--- src/rtl/inst_loader.sv ---
// inst_loader: turns a UART byte stream (4-byte big-endian word count,
// then MSB-first 32-bit words) into instruction-memory writes at 0, 1, 2, ...
// and reports done/error to the core control.
module inst_loader #(
  parameter int unsigned ADDR_WIDTH     = 2,
  parameter int unsigned TIMEOUT_CYCLES = 0
) (
  input  logic                  CLK,
  input  logic                  RST_N,
  input  logic                  start,
  input  logic                  abort,
  input  logic [7:0]            rx_data,
  input  logic                  rx_valid,
  output logic                  mem_we,
  output logic [ADDR_WIDTH-1:0] mem_addr,
  output logic [31:0]           mem_wdata,
  output logic                  busy,
  output logic                  done,
  output logic                  error,
  output logic [1:0]            err_code,
  output logic [ADDR_WIDTH:0]   words_loaded
);

  localparam logic [31:0] DEPTH = 32'd1 << ADDR_WIDTH;
  localparam int unsigned TW    = (TIMEOUT_CYCLES > 1) ? $clog2(TIMEOUT_CYCLES + 1) : 1;

  localparam logic [1:0] ERR_NONE     = 2'b00;
  localparam logic [1:0] ERR_OVERFLOW = 2'b01;
  localparam logic [1:0] ERR_TIMEOUT  = 2'b10;

  typedef enum logic [2:0] {
    S_IDLE,
    S_HEADER,
    S_LOAD,
    S_DONE,
    S_ERROR
  } state_t;

  state_t                state_q, state_d;
  logic [1:0]            bidx_q, bidx_d;
  logic [31:0]           hdr_q, hdr_d;
  logic [23:0]           word_q, word_d;
  logic [31:0]           wdata_q, wdata_d;
  logic                  we_q, we_d;
  logic [ADDR_WIDTH-1:0] addr_q, addr_d;
  logic [ADDR_WIDTH:0]   wl_q, wl_d;
  logic [1:0]            err_q, err_d;
  logic [TW-1:0]         tmo_q, tmo_d;

  logic                  in_busy;
  logic                  finish;
  logic                  tmo_hit;
  logic [31:0]           hdr_next;

  // State and datapath registers; reset drops straight back to IDLE.
  always_ff @(posedge CLK or negedge RST_N) begin
    if (!RST_N) begin
      state_q <= S_IDLE;
      bidx_q  <= '0;
      hdr_q   <= '0;
      word_q  <= '0;
      wdata_q <= '0;
      we_q    <= 1'b0;
      addr_q  <= '0;
      wl_q    <= '0;
      err_q   <= ERR_NONE;
      tmo_q   <= '0;
    end else begin
      state_q <= state_d;
      bidx_q  <= bidx_d;
      hdr_q   <= hdr_d;
      word_q  <= word_d;
      wdata_q <= wdata_d;
      we_q    <= we_d;
      addr_q  <= addr_d;
      wl_q    <= wl_d;
      err_q   <= err_d;
      tmo_q   <= tmo_d;
    end
  end

  // Next-state logic: header parse, word assembly, write issue, timeout.
  always_comb begin
    state_d  = state_q;
    bidx_d   = bidx_q;
    hdr_d    = hdr_q;
    word_d   = word_q;
    wdata_d  = wdata_q;
    we_d     = 1'b0;
    addr_d   = addr_q;
    wl_d     = wl_q;
    err_d    = err_q;
    tmo_d    = tmo_q;
    hdr_next = {hdr_q[23:0], rx_data};

    in_busy  = (state_q == S_HEADER) || (state_q == S_LOAD);
    // The write cycle that completes the N-th word ends the load.
    finish   = we_q && ((32'(wl_q) + 32'd1) == hdr_q);

    tmo_hit  = 1'b0;
    if ((TIMEOUT_CYCLES != 0) && in_busy) begin
      if (rx_valid) begin
        tmo_d = '0;
      end else begin
        tmo_d   = tmo_q + TW'(1);
        tmo_hit = (32'(tmo_q) + 32'd1) == TIMEOUT_CYCLES;
      end
    end

    if (abort) begin
      state_d = S_IDLE;
      err_d   = ERR_NONE;
      we_d    = 1'b0;
      bidx_d  = '0;
      tmo_d   = '0;
    end else begin
      unique case (state_q)
        S_IDLE, S_DONE, S_ERROR: begin
          if (start) begin
            state_d = S_HEADER;
            wl_d    = '0;
            err_d   = ERR_NONE;
            bidx_d  = '0;
            addr_d  = '0;
            tmo_d   = '0;
            hdr_d   = '0;
          end
        end

        S_HEADER: begin
          if (rx_valid) begin
            hdr_d  = hdr_next;
            bidx_d = bidx_q + 2'd1;
            if (bidx_q == 2'd3) begin
              if (hdr_next == 32'd0) begin
                state_d = S_DONE;
              end else if (hdr_next > DEPTH) begin
                state_d = S_ERROR;
                err_d   = ERR_OVERFLOW;
              end else begin
                state_d = S_LOAD;
              end
            end
          end else if (tmo_hit) begin
            state_d = S_ERROR;
            err_d   = ERR_TIMEOUT;
            bidx_d  = '0;
          end
        end

        S_LOAD: begin
          if (we_q) begin
            addr_d = addr_q + ADDR_WIDTH'(1);
            wl_d   = wl_q + (ADDR_WIDTH + 1)'(1);
          end
          // A byte in a write cycle is folded into the next word, except
          // on the final write where nothing more belongs to this load.
          if (finish) begin
            state_d = S_DONE;
          end else if (rx_valid) begin
            word_d = {word_q[15:0], rx_data};
            bidx_d = bidx_q + 2'd1;
            if (bidx_q == 2'd3) begin
              we_d    = 1'b1;
              wdata_d = {word_q, rx_data};
            end
          end else if (tmo_hit) begin
            state_d = S_ERROR;
            err_d   = ERR_TIMEOUT;
            bidx_d  = '0;
          end
        end

        default: state_d = S_IDLE;
      endcase
    end
  end

  // Outputs; an abort in a write cycle suppresses that write.
  always_comb begin
    mem_we       = we_q && !abort;
    mem_addr     = addr_q;
    mem_wdata    = wdata_q;
    busy         = (state_q == S_HEADER) || (state_q == S_LOAD);
    done         = (state_q == S_DONE);
    error        = (state_q == S_ERROR);
    err_code     = err_q;
    words_loaded = wl_q;
  end

endmodule

--- config.mk ---
export PLATFORM = sky130hd
export DESIGN_NAME = inst_loader
export DESIGN_NICKNAME = d
export VERILOG_FILES = /design/src/rtl/inst_loader.sv
export SDC_FILE = /design/constraint.sdc
export NUM_CORES = 1
export LEC_CHECK = 0
export ABC_AREA = 1
export CORE_UTILIZATION = 40
export CTS_CLUSTER_SIZE = 8
export DETAILED_ROUTE_END_ITERATION = 7
export PLACE_DENSITY = 0.69
export RECOVER_POWER = 50
export SYNTH_ARGS = -nofsm -noshare
export SYNTH_HDL_FRONTEND = slang
export SYNTH_SLANG_ARGS = --single-unit
--- constraint.sdc ---
create_clock -name CLK -period 1.75 [get_ports CLK]
set_clock_uncertainty 0.05 [all_clocks]
set_input_delay 0.525 -clock CLK [delete_from_list [all_inputs] [get_ports CLK]]
set_output_delay 0.525 -clock CLK [all_outputs]
set_load 0.005 [all_outputs]
==> out/results.ini <==
[finish]
synthToLayoutAreaGrowth_pct=55.1
antenna_fix_cells=0
drive_gt1_frac=0.362
final_net_count=707
fin_util=0.648

[floorplan]
starting_density_of_the_core=0.418
die_x_um=109
die_height_um=109
placementRows=38
design.core.area_um2=11000
io-pin-count=56
dieArea_um2=11900

[synth]
count_of_flip_flops_with_a_built_in_enable_after_synthesis=0
synthDominantAreaCellType=sky130_fd_sc_hd__dfrtp_1
asyncSetResetFlopFracSynth=1.00
synth-main-ff-cell=sky130_fd_sc_hd__dfrtp_1
syn-instance-count=558
synth_commonest_cells=167 x sky130_fd_sc_hd__nand2_1, 100 x sky130_fd_sc_hd__dfrtp_1, 60 x sky130_fd_sc_hd__nand4_1
yosys.cell_count.top_type=sky130_fd_sc_hd__nand2_1
netlist_top_cells_area=sky130_fd_sc_hd__dfrtp_1 54%, sky130_fd_sc_hd__nand2_1 14%, sky130_fd_sc_hd__nand4_1 8.1%
netlist_area_um2=4610
postSynthAreaPerCell_um2=8.25
synth_fp_nets=573
ys_ff_latch=100
yosysTopAreaCellShare=0.543
synth-seq-area-share=0.543
synth.distinct_cells=27
synth.yosys.warnings=0

[clock_network]
cts_inserted_buffers=9
clockBufferDepth=2
cts_num_sinks=100
clock-root-buffer=sky130_fd_sc_hd__clkbuf_16
cts_tree=done
worst_setup_hold_path_clk_slew_ns=0.07
h-tree-depth=3
post_cts_hold_buffer_count=0
clkLatencyLatePin_ns=0.36

[power_and_ir_drop]
vdd.ir_drop.worst_v=0.000678
power_density_nw_per_um2=1040
static_leakage_nw=3.64

[sta]
worst_pin_slew_ns=0.788
finalCriticalPeriod_ns=2.01
setup_repair_after_global_routing_missed_its_margin=yes
period_share=1.15
final_total_negative_setup_slack_ns=-12.83
max_freq_ghz=0.498
hold_violations=0
setup_viol=89
slew_viol_final=0
pnr_worst_setup_slack_ns=-0.259
relSlewSlack=0.475

[hold_path]
hold_removal_path_class=in2async

[detailed_routing]
dr.pass1.iters=5
postRouteWirelength_mm=15.0
wl_per_cell_um=18.0
drc=0
iter_0_drt_violations=302
ant_nets=0
vias_per_cell=5.49
routed-via-count=4593

[place]
globalplace.congestion=0.891
post-dp-hpwl_mm=7.44
place.port_buffers=54

[outcome]
failing_checks=setup timing
run_status=complete, but fails checks

[worst_setup_path]
required_ns=1.99
critPathMaxFanout=6
worstPathArrival_ns=2.25
critical_path_end_type=flop
timing_worst_setup_path_type=reg2reg
crit_path_start_kind=flop

[grt]
pin_count_of_the_biggest_net_entering_global_routing=57
global_route.usage.total=0.202
globalRoute.totalOverflow=0
via_count_of_the_first_global_routing_pass=3993
grt_pass1_wl_mm=18.7
antenna_found_initial=0

[flow_run]
cap_viol_max_count=0

[report_power, final]
| group | switching, mW | internal, mW | leakage [nW] |
|---|---|---|---|
| sequential | 0.245 | 2.54 | 1.38 |
| clock | 0.944 | 1.02 | 0.137 |
| combinational | 1.56 | 1.14 | 2.12 |
| total | 2.75 | 4.70 | 3.64 |
[layer usage]
metal / track usage / vias up / wire (µm)
met5: 0 / - / 0
met4: 0.0838 / 0 / 435
met3: 0.0439 / 37 / 1130
met2: 0.312 / 204 / 7400
met1: 0.276 / 2250 / 6080
li1: - / 2102 / -
[final timing paths]
kind	to	depth (start not counted)	start	slack, ns
worst max register to register	word_q[10]	12	words_loaded[0]	-0.26
worst min register to register	mem_wdata[14]	2	mem_wdata[14]	0.42
min in group CLK	mem_wdata[14]	2	mem_wdata[14]	0.42
worst max-delay path	word_q[10]	12	words_loaded[0]	-0.26
max in group asynchronous	state_q[0]	2	RST_N	0.25
worst min-delay path	mem_wdata[18]	1	RST_N	0.18
[cell families (layout without fill, tap and decap cells)]
logic type / count (synthesis) / after routing / share of synthesized area
AOI/OAI and AO/OA: 43 / 43 / 0.0530
adders and majority gates: 2 / 2 / 0.00543
buffers and inverters: 88 / 226 / 0.0823
other: 1 / 1 / 0.000814
DFF: 100 / 100 / 0.543
and+or+nand+nor: 324 / 324 / 0.315
[registers in the layout, summed over array words and instances, names as in the netlist]
signal,flops
bidx_q,2
err_code,1
hdr_q,32
mem_addr,2
mem_wdata,32
state_q,3
we_q,1
word_q,24
words_loaded,3
[what timing repair did]
item,CTS,global route
pin swaps,5,43
resized for setup,65,178
setup endpoints to repair,105,105
cloned,0,19
setup buffers,24,12
[final cells by class]
cell class	count	area (µm²)
repair buffers	156	1670
well taps	140	175
fillers	817	3880
clock inverters	5	45.0
clock buffers	10	239
flip-flops and latches	100	2500
inverters	55	209
multi-input cells	370	2300
[stage by stage]
| stage | instance area (µm²) | instances | setup slack (ns) | total power [mW] | hold WS [ns] |
|---|---|---|---|---|---|
| 2_1_floorplan | 4660 | 558 | -0.0103 | 3.76 | 0.179 |
| 3_5_place_dp | 5670 | 771 | -0.368 | 4.49 | 0.410 |
| 6_report | 7150 | 836 | -0.259 | 7.45 | 0.184 |
| 5_1_grt | 7150 | 836 | -0.343 | 7.77 | 0.238 |
| 3_3_place_gp | 5670 | 771 | -0.388 | 4.44 | 0.405 |
| 4_1_cts | 6120 | 810 | -0.180 | 6.59 | 0.0753 |
[worst max-delay path: stages, from the launching register on]
cell and delay [ns]:
sky130_fd_sc_hd__dfrtp_1 0.42, sky130_fd_sc_hd__ha_4 0.27, sky130_fd_sc_hd__nand2_2 0.06, sky130_fd_sc_hd__nand2_2 0.05, sky130_fd_sc_hd__nor2_2 0.14, sky130_fd_sc_hd__nand2_2 0.09
sky130_fd_sc_hd__nor2_4 0.13, sky130_fd_sc_hd__nand3_4 0.14, sky130_fd_sc_hd__buf_6 0.16, sky130_fd_sc_hd__nand3_4 0.12, sky130_fd_sc_hd__buf_6 0.18, sky130_fd_sc_hd__nand2_2 0.06
sky130_fd_sc_hd__nand2_1 0.08
[layout by cell type (no fill, tap or decap), drive strengths merged]
cell	netlist	layout
dlygate4sd2	0	39
ha	2	2
dfrtp	100	100
nand3	48	48
clkinv	1	1
nor3	1	1
buf	21	89
nand4	60	60
o21ai	38	38
clkbuf	12	27
clkinvlp	0	1
o31ai	1	1
clkdlybuf4s50	0	10
conb	1	1
or2	1	1
dlymetal6s2s	0	1
inv	54	58
and2	1	1
nor2	45	45
nand2	168	168
a21oi	4	4
No activity file was read; power rests on OpenSTA's default activity.
==> RTL edit: new RTL, same flow settings <==
Encoding of `state_t`: now one-hot (5 bits for 5 states).
--- a/src/rtl/inst_loader.sv
+++ b/src/rtl/inst_loader.sv
@@ -28,12 +28,12 @@
   localparam logic [1:0] ERR_OVERFLOW = 2'b01;
   localparam logic [1:0] ERR_TIMEOUT  = 2'b10;
 
-  typedef enum logic [2:0] {
-    S_IDLE,
-    S_HEADER,
-    S_LOAD,
-    S_DONE,
-    S_ERROR
+  typedef enum logic [4:0] {
+    S_IDLE   = 5'b00001,
+    S_HEADER = 5'b00010,
+    S_LOAD   = 5'b00100,
+    S_DONE   = 5'b01000,
+    S_ERROR  = 5'b10000
   } state_t;
 
   state_t                state_q, state_d;
Formal check against the unedited RTL: no difference found for any inputs over 10 cycles, from zero or initial values and one cycle with RST_N low; not proved beyond that.
==> RTL edit against the original RTL <==
  * The flow still finishes with violations (setup timing)
  * Maximum frequency shrank 2.7%
  * Worst setup slack got worse by 0.056 ns
  * Total power grew 0.11%
  * Design area is 0.79% higher
  * Sequential cell count is 2 higher
  * Die area shrank 1.6%
  * Combinational power down 2%
  * Wire length decreased by 7.0%
  * Critical path depth shrank 1
  * Worst hold slack got worse by 0.016 ns
  * Synthesized area fell by 1.6%
  * Via count is 6.4% lower
  * Largest power group is now combinational cells
==> RTL edit: results (changes against the original RTL) <==
Clocking
  • Post-CTS Setup Repair Bufs: 34 (was 24)
  • Post-cts resize count: 133 (was 65)

Setup path
  • Cell family contributing the most delay on the critical path: flip-flops (was simple AND/OR/NAND/NOR gates)
  • Reg2reg setup slack: -0.32 ns (was -0.26 ns)
  • CP peak stage delay: 0.58 ns (was 0.42 ns)
  • Critical-path top delay cell: sky130_fd_sc_hd__dfstp_2 (was sky130_fd_sc_hd__dfrtp_1)
  • Register-to-Register Path Depth: 11 (was 12)
  • Capturing point of the worst reg2reg path: hdr_q[9] (was word_q[10])
  • Startpoint of the lowest-slack register-to-register path: state_q[0] (was words_loaded[0])
  • Critical path fanouts, max: 8 (was 6)

Place
  • DPL Wire Length: 7.017 mm (was 7.437 mm)
  • Instance area at placement: 5637 um^2 (was 5674 um^2)
  • Cells after DPL: 775 (was 771)

Status
  • Status: finished with violations (unchanged)
  • Violations in the final reports: setup timing (unchanged)

GRT
  • GR Util met3: 5.003% (was 4.386%)
  • Maximum number of pins on one net before global-route repair: 33 (was 57)
  • Vias in the first global route: 4,190 (was 3,993)
  • Overall fraction of global-route tracks in use: 23.17% (was 20.23%)
  • Wire length of the first global-routing pass: 20.65 mm (was 18.73 mm)

Drt
  • Wl on met1: 5.874 mm (was 6.080 mm)
  • DR vias/cell: 5.128 (was 5.494)
  • Starting DRC count in detailed routing: 320 (was 302)
  • DR WL met2: 7.233 mm (was 7.399 mm)
  • TritonRoute pass-1 iters: 4 (was 5)

Yosys
  • Share of the yosys chip area belonging to registers: 56.37% (was 54.33%)
  • Post-Syn Nets: 565 (was 573)
  • Top cell types by occurrence after synthesis: sky130_fd_sc_hd__nand2_1, sky130_fd_sc_hd__dfrtp_1, sky130_fd_sc_hd__nor2_1 (was sky130_fd_sc_hd__nand2_1, sky130_fd_sc_hd__dfrtp_1, sky130_fd_sc_hd__nand4_1)
  • Number of distinct standard cells referenced by the synthesized netlist: 30 (was 27)
  • Cells after synthesis: 550 (was 558)
  • Largest cells by area after synthesis: sky130_fd_sc_hd__dfrtp_1, sky130_fd_sc_hd__nand2_1, sky130_fd_sc_hd__o21ai_1 (was sky130_fd_sc_hd__dfrtp_1, sky130_fd_sc_hd__nand2_1, sky130_fd_sc_hd__nand4_1)

Pwr
  • Max rail drop VDD: 0.7626 mV (was 0.6779 mV)
  • Combinational-cell power consumption: 2.65 mW (was 2.70 mW)
  • Power drawn by the clock network: 2.28 mW (was 1.96 mW)
  • Sw Ratio: 31.47% (was 36.87%)

Timing
  • Final setup vio count: 104 (was 89)
  • Worst Setup Slack, final: -0.3151 ns (was -0.2589 ns)

Finish
  • Fraction of layout cells with a size suffix above 1: 39.97% (was 36.21%)
==> RTL edit: changes by cell type in the layout (fill, tap and decap cells not counted), sizes merged, moves of 2 or more <==
| cell | change |
|---|---|
| inv | -18 |
| nand3 | -33 |
| nand4 | -50 |
| bufinv | +2 |
| clkbuf | -4 |
| o21ai | +15 |
| nor2 | +2 |
| buf | +4 |
| nand2 | +82 |
==> RTL edit: how the worst max path moves through the flow <==
| stage | startpoint | endpoint | slack, ns | depth (start not counted) |
|---|---|---|---|---|
| 6_report | state_q[0] | hdr_q[9] | -0.32 | 11 |
| 5_1_grt | state_q[0] | hdr_q[30] | -0.40 | 11 |
| 4_1_cts | state_q[3] | busy | -0.25 | 5 |
| 3_5_place_dp | abort | mem_we | -0.44 | 3 |
| 3_3_place_gp | abort | mem_we | -0.43 | 3 |
| 2_1_floorplan | words_loaded[0] | word_q[5] | -0.07 | 13 |
==> RTL edit: stage by stage <==
stage,hold slack (ns),worst slack (ns),util (%),TNS [ns],power [mW]
floorplan,0.1794,-0.07325,-,-2.717,3.191
global placement,0.4053,-0.4323,51.54,-19.23,3.650
detailed placement,0.4125,-0.4449,51.54,-21.90,3.694
CTS,0.06383,-0.2506,60.87,-16.68,6.667
global route,0.2132,-0.4025,65.86,-32.16,7.713
finish,0.1675,-0.3151,65.86,-22.24,7.455
==> RTL edit: cell families after synthesis <==
group	share of synthesized area, %
AND/OR/NAND/NOR	29.96
flip-flops	56.37
buffers and inverters	6.103
AO/OA/AOI/OAI	6.932
adder cells (fa/ha/maj)	0.5522
other	0.08277
==> RTL edit: area by class of cell <==
cell class / count / area share [%]
clock buffers: 12 / 3.700
clock inverters: 4 / 1.077
inverters: 40 / 2.259
multi-input cells: 387 / 32.90
flip-flops and latches: 102 / 35.48
well taps: 140 / 2.432
repair buffers: 153 / 22.15
